==> src/rtl/glb_arbiter.sv <==
// Round-robin arbiter sharing the single GLB port between the DMA and PE-side requesters.
// Optional GLB_ARB_DMA_PRIO_EN gives requester 0 (tiling DMA) fixed priority over the rest.
module glb_arbiter #(
    parameter int unsigned ADDR_WIDTH = 32,
    parameter int unsigned DATA_WIDTH = 8,
    parameter int unsigned NUM_REQ    = 4
) (
    input  logic                            clk,
    input  logic                            rst,
    input  logic [NUM_REQ-1:0]              req_valid,
    output logic [NUM_REQ-1:0]              req_ready,
    input  logic [NUM_REQ-1:0]              req_we,
    input  logic [NUM_REQ*ADDR_WIDTH-1:0]   req_addr,
    input  logic [NUM_REQ*DATA_WIDTH*4-1:0] req_w_data,
    output logic [NUM_REQ-1:0]              rsp_valid,
    output logic [DATA_WIDTH*4-1:0]         rsp_data,
    output logic [ADDR_WIDTH-1:0]           glb_r_addr,
    input  logic [DATA_WIDTH*4-1:0]         glb_r_data,
    output logic                            glb_we,
    output logic [ADDR_WIDTH-1:0]           glb_w_addr,
    output logic [DATA_WIDTH*4-1:0]         glb_w_data,
    output logic [$clog2(NUM_REQ)-1:0]      grant_id
);

    localparam int unsigned WORD_W = DATA_WIDTH * 4;
    localparam int unsigned ID_W   = $clog2(NUM_REQ);

    logic [ID_W-1:0]       ptr;
    logic [ID_W-1:0]       ptr_nxt_c;
    logic                  found_c;
    logic                  accept_c;
    logic [ID_W-1:0]       gnt_idx_c;
    logic [ID_W-1:0]       cand_c;
    logic                  gnt_we_c;
    logic [ADDR_WIDTH-1:0] gnt_addr_c;
    logic [WORD_W-1:0]     gnt_data_c;

    logic                  tag1_v;
    logic [ID_W-1:0]       tag1_id;
    logic                  tag2_v;
    logic [ID_W-1:0]       tag2_id;

    // Rotating search from ptr; first valid requester wins
    always_comb begin
        found_c   = 1'b0;
        gnt_idx_c = '0;
        cand_c    = '0;
`ifdef GLB_ARB_DMA_PRIO_EN
        if (req_valid[0]) begin
            found_c   = 1'b1;
            gnt_idx_c = '0;
        end
`endif
        for (int unsigned k = 0; k < NUM_REQ; k++) begin
            cand_c = ID_W'((32'(ptr) + k) % NUM_REQ);
            if (!found_c && req_valid[cand_c]) begin
                found_c   = 1'b1;
                gnt_idx_c = cand_c;
            end
        end
    end

    assign accept_c   = found_c & rst;
    assign req_ready  = accept_c ? (NUM_REQ'(1) << gnt_idx_c) : '0;
    assign gnt_we_c   = req_we[gnt_idx_c];
    assign gnt_addr_c = req_addr[gnt_idx_c*ADDR_WIDTH +: ADDR_WIDTH];
    assign gnt_data_c = req_w_data[gnt_idx_c*WORD_W +: WORD_W];

    // Pointer moves past the winner; DMA priority grants leave it alone
    always_comb begin
        ptr_nxt_c = ptr;
`ifdef GLB_ARB_DMA_PRIO_EN
        if (accept_c && (gnt_idx_c != '0)) begin
            ptr_nxt_c = ID_W'((32'(gnt_idx_c) + 32'd1) % NUM_REQ);
        end
`else
        if (accept_c) begin
            ptr_nxt_c = ID_W'((32'(gnt_idx_c) + 32'd1) % NUM_REQ);
        end
`endif
    end

    // Command issue: one registered GLB command per accepted request
    always_ff @(posedge clk or negedge rst) begin
        if (!rst) begin
            ptr        <= '0;
            grant_id   <= '0;
            glb_we     <= 1'b0;
            glb_w_addr <= '0;
            glb_w_data <= '0;
            glb_r_addr <= '0;
        end else begin
            ptr    <= ptr_nxt_c;
            glb_we <= accept_c & gnt_we_c;
            if (accept_c) begin
                grant_id <= gnt_idx_c;
                if (gnt_we_c) begin
                    glb_w_addr <= gnt_addr_c;
                    glb_w_data <= gnt_data_c;
                end else begin
                    glb_r_addr <= gnt_addr_c;
                end
            end
        end
    end

    // Read tag pipeline: stage 1 aligns with glb_r_addr, stage 2 with glb_r_data
    always_ff @(posedge clk or negedge rst) begin
        if (!rst) begin
            tag1_v    <= 1'b0;
            tag1_id   <= '0;
            tag2_v    <= 1'b0;
            tag2_id   <= '0;
            rsp_valid <= '0;
            rsp_data  <= '0;
        end else begin
            tag1_v    <= accept_c & ~gnt_we_c;
            tag1_id   <= gnt_idx_c;
            tag2_v    <= tag1_v;
            tag2_id   <= tag1_id;
            rsp_valid <= tag2_v ? (NUM_REQ'(1) << tag2_id) : '0;
            if (tag2_v) begin
                rsp_data <= glb_r_data;
            end
        end
    end

endmodule

==> config.mk <==
export PLATFORM = sky130hd
export DESIGN_NAME = glb_arbiter
export DESIGN_NICKNAME = d
export VERILOG_FILES = /design/src/rtl/glb_arbiter.sv
export SDC_FILE = /design/constraint.sdc
export NUM_CORES = 1
export LEC_CHECK = 0
export ABC_AREA = 0
export CORE_AREA = 2 2 172 174
export DETAILED_ROUTE_END_ITERATION = 6
export DIE_AREA = 0 0 174 176
export GPL_TIMING_DRIVEN = 0
export MAX_ROUTING_LAYER = met4
export PLACE_DENSITY = 0.58
export SYNTH_ARGS = -nofsm -noshare
export SYNTH_HDL_FRONTEND = slang
export SYNTH_SLANG_ARGS = --single-unit
export TNS_END_PERCENT = 30
==> constraint.sdc <==
create_clock -name clk -period 2.6 [get_ports clk]
set_input_delay 0.26 -clock clk [delete_from_list [all_inputs] [get_ports clk]]
set_output_delay 0.26 -clock clk [all_outputs]
set_load 0.01 [all_outputs]
After elaboration in Yosys (flattened, before gate mapping)
Cells that the tools add are included.
{"block": "word_totals", "ff_bits": 143, "latch_bits": 0, "ram_bits": 0, "romBits": 0, "in_bits": 298, "out_inout_bits": 139, "memories": 0}
{"block": "classes", "add_sub_neg": 4, "n_mul": 0, "n_div": 0, "magnitude_cmp": 5, "n_eq_ne": 0, "shift": 4, "mux": 20, "n_bitwise": 4, "reduce_logical": 8}
{"op": "variable part select 128 x 8 -> 32 bit", "n": 2}
{"op": "< comparator 2 x 3 -> 1 bit (second input constant)", "n": 5}
{"op": "binary-select mux 1 bit (select 2 bit)", "n": 5}
{"op": "2-to-1 mux 1 bit", "n": 9}
{"op": "2-to-1 mux 2 bit", "n": 4}
{"op": "2-to-1 mux 4 bit", "n": 2}
{"op": "<< shifter 1 x 2 -> 4 bit (first input constant)", "n": 2}
{"op": "adder 2 x 1 -> 2 bit (second input constant)", "n": 2}
{"op": "adder 2 bit (second input constant)", "n": 2}
{"op": "AND reduction 2 bit", "n": 2}
{"op": "AND 1 bit", "n": 3}
{"op": "logical AND 1 bit", "n": 3}
{"op": "zero test 1 bit", "n": 3}
{"op": "inverter 1 bit", "n": 1}

Longest topological paths before layout
{"block": "logic_depth", "word_depth": 16, "depth_mapped": 10, "mapped_depth_nobuf": 7}

Least setup slack after synthesis
No wires, ideal clock.
{"block": "synth_timing", "kind": "reg2out", "from": "reg ptr[1]", "to": "out req_ready[1]", "arrival_time_ns": 1.906, "setup_slack_ns": 0.434, "stages_incl_launch_ff": 9, "path_cell_list": "dfrtp_1 mux2_1 a22oi_1 and2_1 buf_4 buf_4 buf_2 ha_1 and2_1"}
{"block": "synth_between", "elab_chain_cells": 14, "elab_cells_between_ends": 28, "classes_between": "3 x add/sub; 1 x shift; 17 x mux; 1 x bitwise; 6 x reduce/logical"}
{"item": "from (decl)", "line": "28", "source": "logic [ID_W-1:0] ptr;"}
{"item": "from (signal assigned)", "line": "93", "source": "ptr <= ptr_nxt_c;"}
{"item": "branches (longest 11 deep; another with adder 2 x 1 -> 2 bit)"}
{"item": "2-to-1 mux 2 bit (*)", "line": "56", "source": "if (!found_c && req_valid[cand_c]) begin"}
{"item": "via gnt_idx_c[0]", "line": "32", "source": "logic [ID_W-1:0] gnt_idx_c;"}
{"item": "<< shifter 1 x 2 -> 4 bit (*)", "line": "64", "source": "assign req_ready = accept_c ? (NUM_REQ'(1) << gnt_idx_c) : '0;"}
{"item": "2-to-1 mux 4 bit (*)", "line": "64"}
{"item": "to (decl)", "line": "11", "source": "output logic [NUM_REQ-1:0] req_ready,"}
Mark *: on every way through the listed nets, which the timed path passes. The select of a mux whose other input is x is not followed.

Final worst setup path
{"block": "layout_timing", "from": "reg ptr[1]", "to": "out req_ready[0]"}
{"block": "layout_between", "elab_chain_cells": 14, "elab_cells_between_ends": 28, "classes_between": "3 x add/sub; 1 x shift; 17 x mux; 1 x bitwise; 6 x reduce/logical"}
{"item": "branches (longest 13 deep; another with adder 2 x 1 -> 2 bit)"}
{"item": "2-to-1 mux 4 bit (*)", "line": "64"}
Every way passes the cells marked *. The select of a mux whose other input is x is not followed.

==> summary.md <==
| Metric | Value |
|---|---|
| Status | `complete, no violations` |
| CTS tree | `yes` |
| Global route overflow | `0` |
| Setup_tns | `0 ns` |
| Total GRT Usage | `roughly a fifth` |
| Combinational share of power | `54.2%` |
| CP max FO | `5` |
| Avg Cell Area, Syn | `12.67 µm²` |
| WL final | `29910 µm` |
| Initial Util | `27.11%` |
| Post-Syn Nets | `roughly 900` |
| Synthesis Warnings | `0` |
| Max Cap Violations | `0` |
| Sequential power share | `28.2%` |
| DR vias | `6401` |
| First-pass GRT wire length | `43770 µm` |
| P_leak | `6.120 nW` |
| Cts bufs inserted | `17` |
| Worst skew pair latency | `approximately 0.43 ns` |
| R2R Setup Slk | `0.14 ns` |
| Pin count of the biggest net entering global routing | `76` |
| Reg-to-Reg Start | `ptr[1]$_DFFE_PN0P_` |
| CP arrival | `2.23 ns` |
| Least-Margin Pin Slew | `0.9510 ns` |
| Commonest cells after routing, fill and taps aside | `clkdlybuf4s50_1, mux2i_1, dfrtp_1, mux2_2, inv_1` |
| Crit path from | `ptr[1]$_DFFE_PN0P_` |
| Met3 wire length | `2394 µm` |
| # DRC | `0` |
| Hold Startpoint | `tag1_v$_DFF_PN0_` |
| Rows | `62` |
| Worst setup margin | `0.1069 ns` |
| Synth Flop Type | `dfrtp_1` |
| Diodes inserted | `0` |
| Power after layout | `13.87 mW` |
| Final Hold Fails | `0` |
| Root Buffer | `clkbuf_16` |
| Max Clk Rate | `401.1 MHz` |
| Post-route clock period utilization | `95.89%` |
| Reg2Reg Depth | `10` |
| Yosys cell types | `28` |
| Pre-Repair DR Iteration Count | `4` |
| Clock tree buffer depth | `2` |
| Via/cell ratio | `4.337` |
| Clock power share | `17.6%` |
| Dpl hpwl | `22930 µm` |
| Hold path cells | `0` |
| Chip width | `about 170 µm` |
| Syn Inst Count | `611` |
| Pwr Density | `1035 nW/µm²` |
| I/O pin count | `around 440` |
| Flops & latches, synth | `143` |
| Clock Sinks | `between 100 and 150` |
| Sw Ratio | `36.08%` |
| Top Layer Used | `met4` |
| Core Box Area | `around 29000 µm²` |
| Wire per inst | `20.26 µm` |
| Fin util | `46.92%` |
| Final setup fails | `0` |
| Layout area overhead | `73.05%` |
| Worst setup SP type | `register` |
| Max Clock Skew | `roughly 0.0097 ns` |
| Fin nets | `around 1400` |
| Psw | `roughly 5 mW` |
| Commonest non-fill, non-tap cell in the layout | `clkdlybuf4s50_1` |
| Final critical-path required period | `2.493 ns` |
| VDD IR max | `0.0004285 V` |
| Worst hold path type | `register to register` |
| Cell internal pwr | `8.865 mW` |
| Max Slew Vio Count | `0` |
| IO buf count | `between 400 and 500` |
| Vias in the first global route | `6928` |
| Max transition margin | `35.77%` |
| Final Wtd Congestion | `0.7756` |
| Endpoint of the worst register-to-register path | `glb_r_addr[0]$_DFFE_PN0P_` |
| Detailed Route Iter0 Violations | `180` |
| Worst EP required | `2.34 ns` |
| Post-Syn Area | `7740 µm²` |
| Post-route ant nets | `0` |
| Hold Path End | `tag2_v$_DFF_PN0_` |
| Dpl ws | `-0.8537 ns` |
| RSZ-0062 raised after global routing | `no` |
| Clk pin slew, worst setup/hold paths | `0.07 ns` |
| Asr flop ratio synth | `100.0%` |
| Register area share after synthesis | `46.23%` |
| Initial antenna violation count | `0` |
| Htree depth | `4` |
| Critical path type | `register to primary output` |
| Share of cells above drive strength 1 | `16.12%` |
| Final hold slack | `0.3462 ns` |
| Fill count | `2716` |
| Met2 routed WL | `15140 µm` |
| CP endpoint kind | `primary output` |
| Chip height | `~180 µm` |
| Metal1 wirelength | `approximately 12000 µm` |
| Post-synth EDFFs | `0` |
| DIE AREA | `30620 µm²` |
[power by group through the flow]
stage,sequential [mW],clock (mW),combinational [mW]
2_1_floorplan,4.40,0,3.12
3_3_place_gp,3.92,0,7.40
3_5_place_dp,3.94,0,7.43
4_1_cts,3.92,2.51,7.67
5_1_grt,4.05,2.63,8.07
6_report,3.91,2.44,7.52
[per-layer routing]
metal | global-route usage [%] | vias to the layer above
li1 | - | 3050
met1 | 22.56 | 3054
met2 | 34.58 | 278
met3 | 6.503 | 19
met4 | 4.132 | 0
met5 | - | -
[sequential cells by signal (all words and copies together), names as in the netlist, 2 cells and up]
signal	cells
glb_r_addr	32
glb_w_addr	32
glb_w_data	32
grant_id	2
ptr	2
rsp_data	32
rsp_valid	4
tag1_id	2
tag2_id	2
[critical path, stage by stage (launching register included)]
cell and delay, ns:
dfrtp_2 0.44, mux2_4 0.31, a22oi_2 0.18, and2_4 0.17, buf_6 0.12, inv_2 0.06
ha_1 0.16, and2_1 0.13, clkdlybuf4s15_1 0.25
[cells in the mapped netlist (all sizes together), types with 2 or more instances]
cell type    n  area, µm²
a21oi        2      10.01
ha           4      50.05
a22o         2      17.52
o21ai        3      15.01
and2         5      31.28
mux2        97       1156
nand2       10      37.54
dfrtp      143       3578
mux2i      226       2262
buf         32      203.9
clkbuf       5      18.77
nor2         4      15.01
inv         68      255.2
[layout make-up]
class / count / area [µm²] / share of cell area, %
flip-flops and latches: 143 / 3580 / 26.73
multi-input cells: 363 / 3721 / 27.78
plain buffers: 37 / 284.0 / 2.121
clock buffers: 18 / 429.2 / 3.204
well taps: 384 / 480.5 / 3.587
repair buffers: 449 / 4499 / 33.59
inverters: 68 / 255.2 / 1.906
clock inverters: 14 / 145.1 / 1.084
[logic make-up after synthesis]
kind of cell | after synthesis | share of synthesized area [%]
muxes | 323 | 44.16
DFF | 143 | 46.23
buffers and inverters | 105 | 6.175
and+or+nand+nor | 23 | 1.471
AOI/OAI and AO/OA | 13 | 1.309
adders and majority gates | 4 | 0.6466
[how the worst max path moves through the flow]
stage / end / slack (ns) / cells past startpoint
finish: req_ready[0] / 0.11 / 8
global route: req_ready[3] / 0.01 / 9
CTS: req_ready[2] / 0.01 / 8
detailed placement: req_ready[3] / -0.85 / 10
global placement: glb_r_addr[7]$_DFFE_PN0P_ / -6.21 / 7
floorplan: req_ready[1] / 0.43 / 8
[through the flow]
step | instance area (µm²) | instances
2_1_floorplan | 7740 | 611
3_3_place_gp | 12580 | 1431
3_5_place_dp | 12620 | 1432
4_1_cts | 13360 | 1475
5_1_grt | 13390 | 1476
6_report | 13390 | 1476
[timing repair]
item | CTS | global route
hold endpoints to repair | 71 | 0
hold buffers | 2 | 0
setup endpoints to repair | 45 | 43
buffers inserted | 9 | 1
resized for setup | 30 | 9
pin swaps | 2 | 2
(Power assumes the default switching activity.)
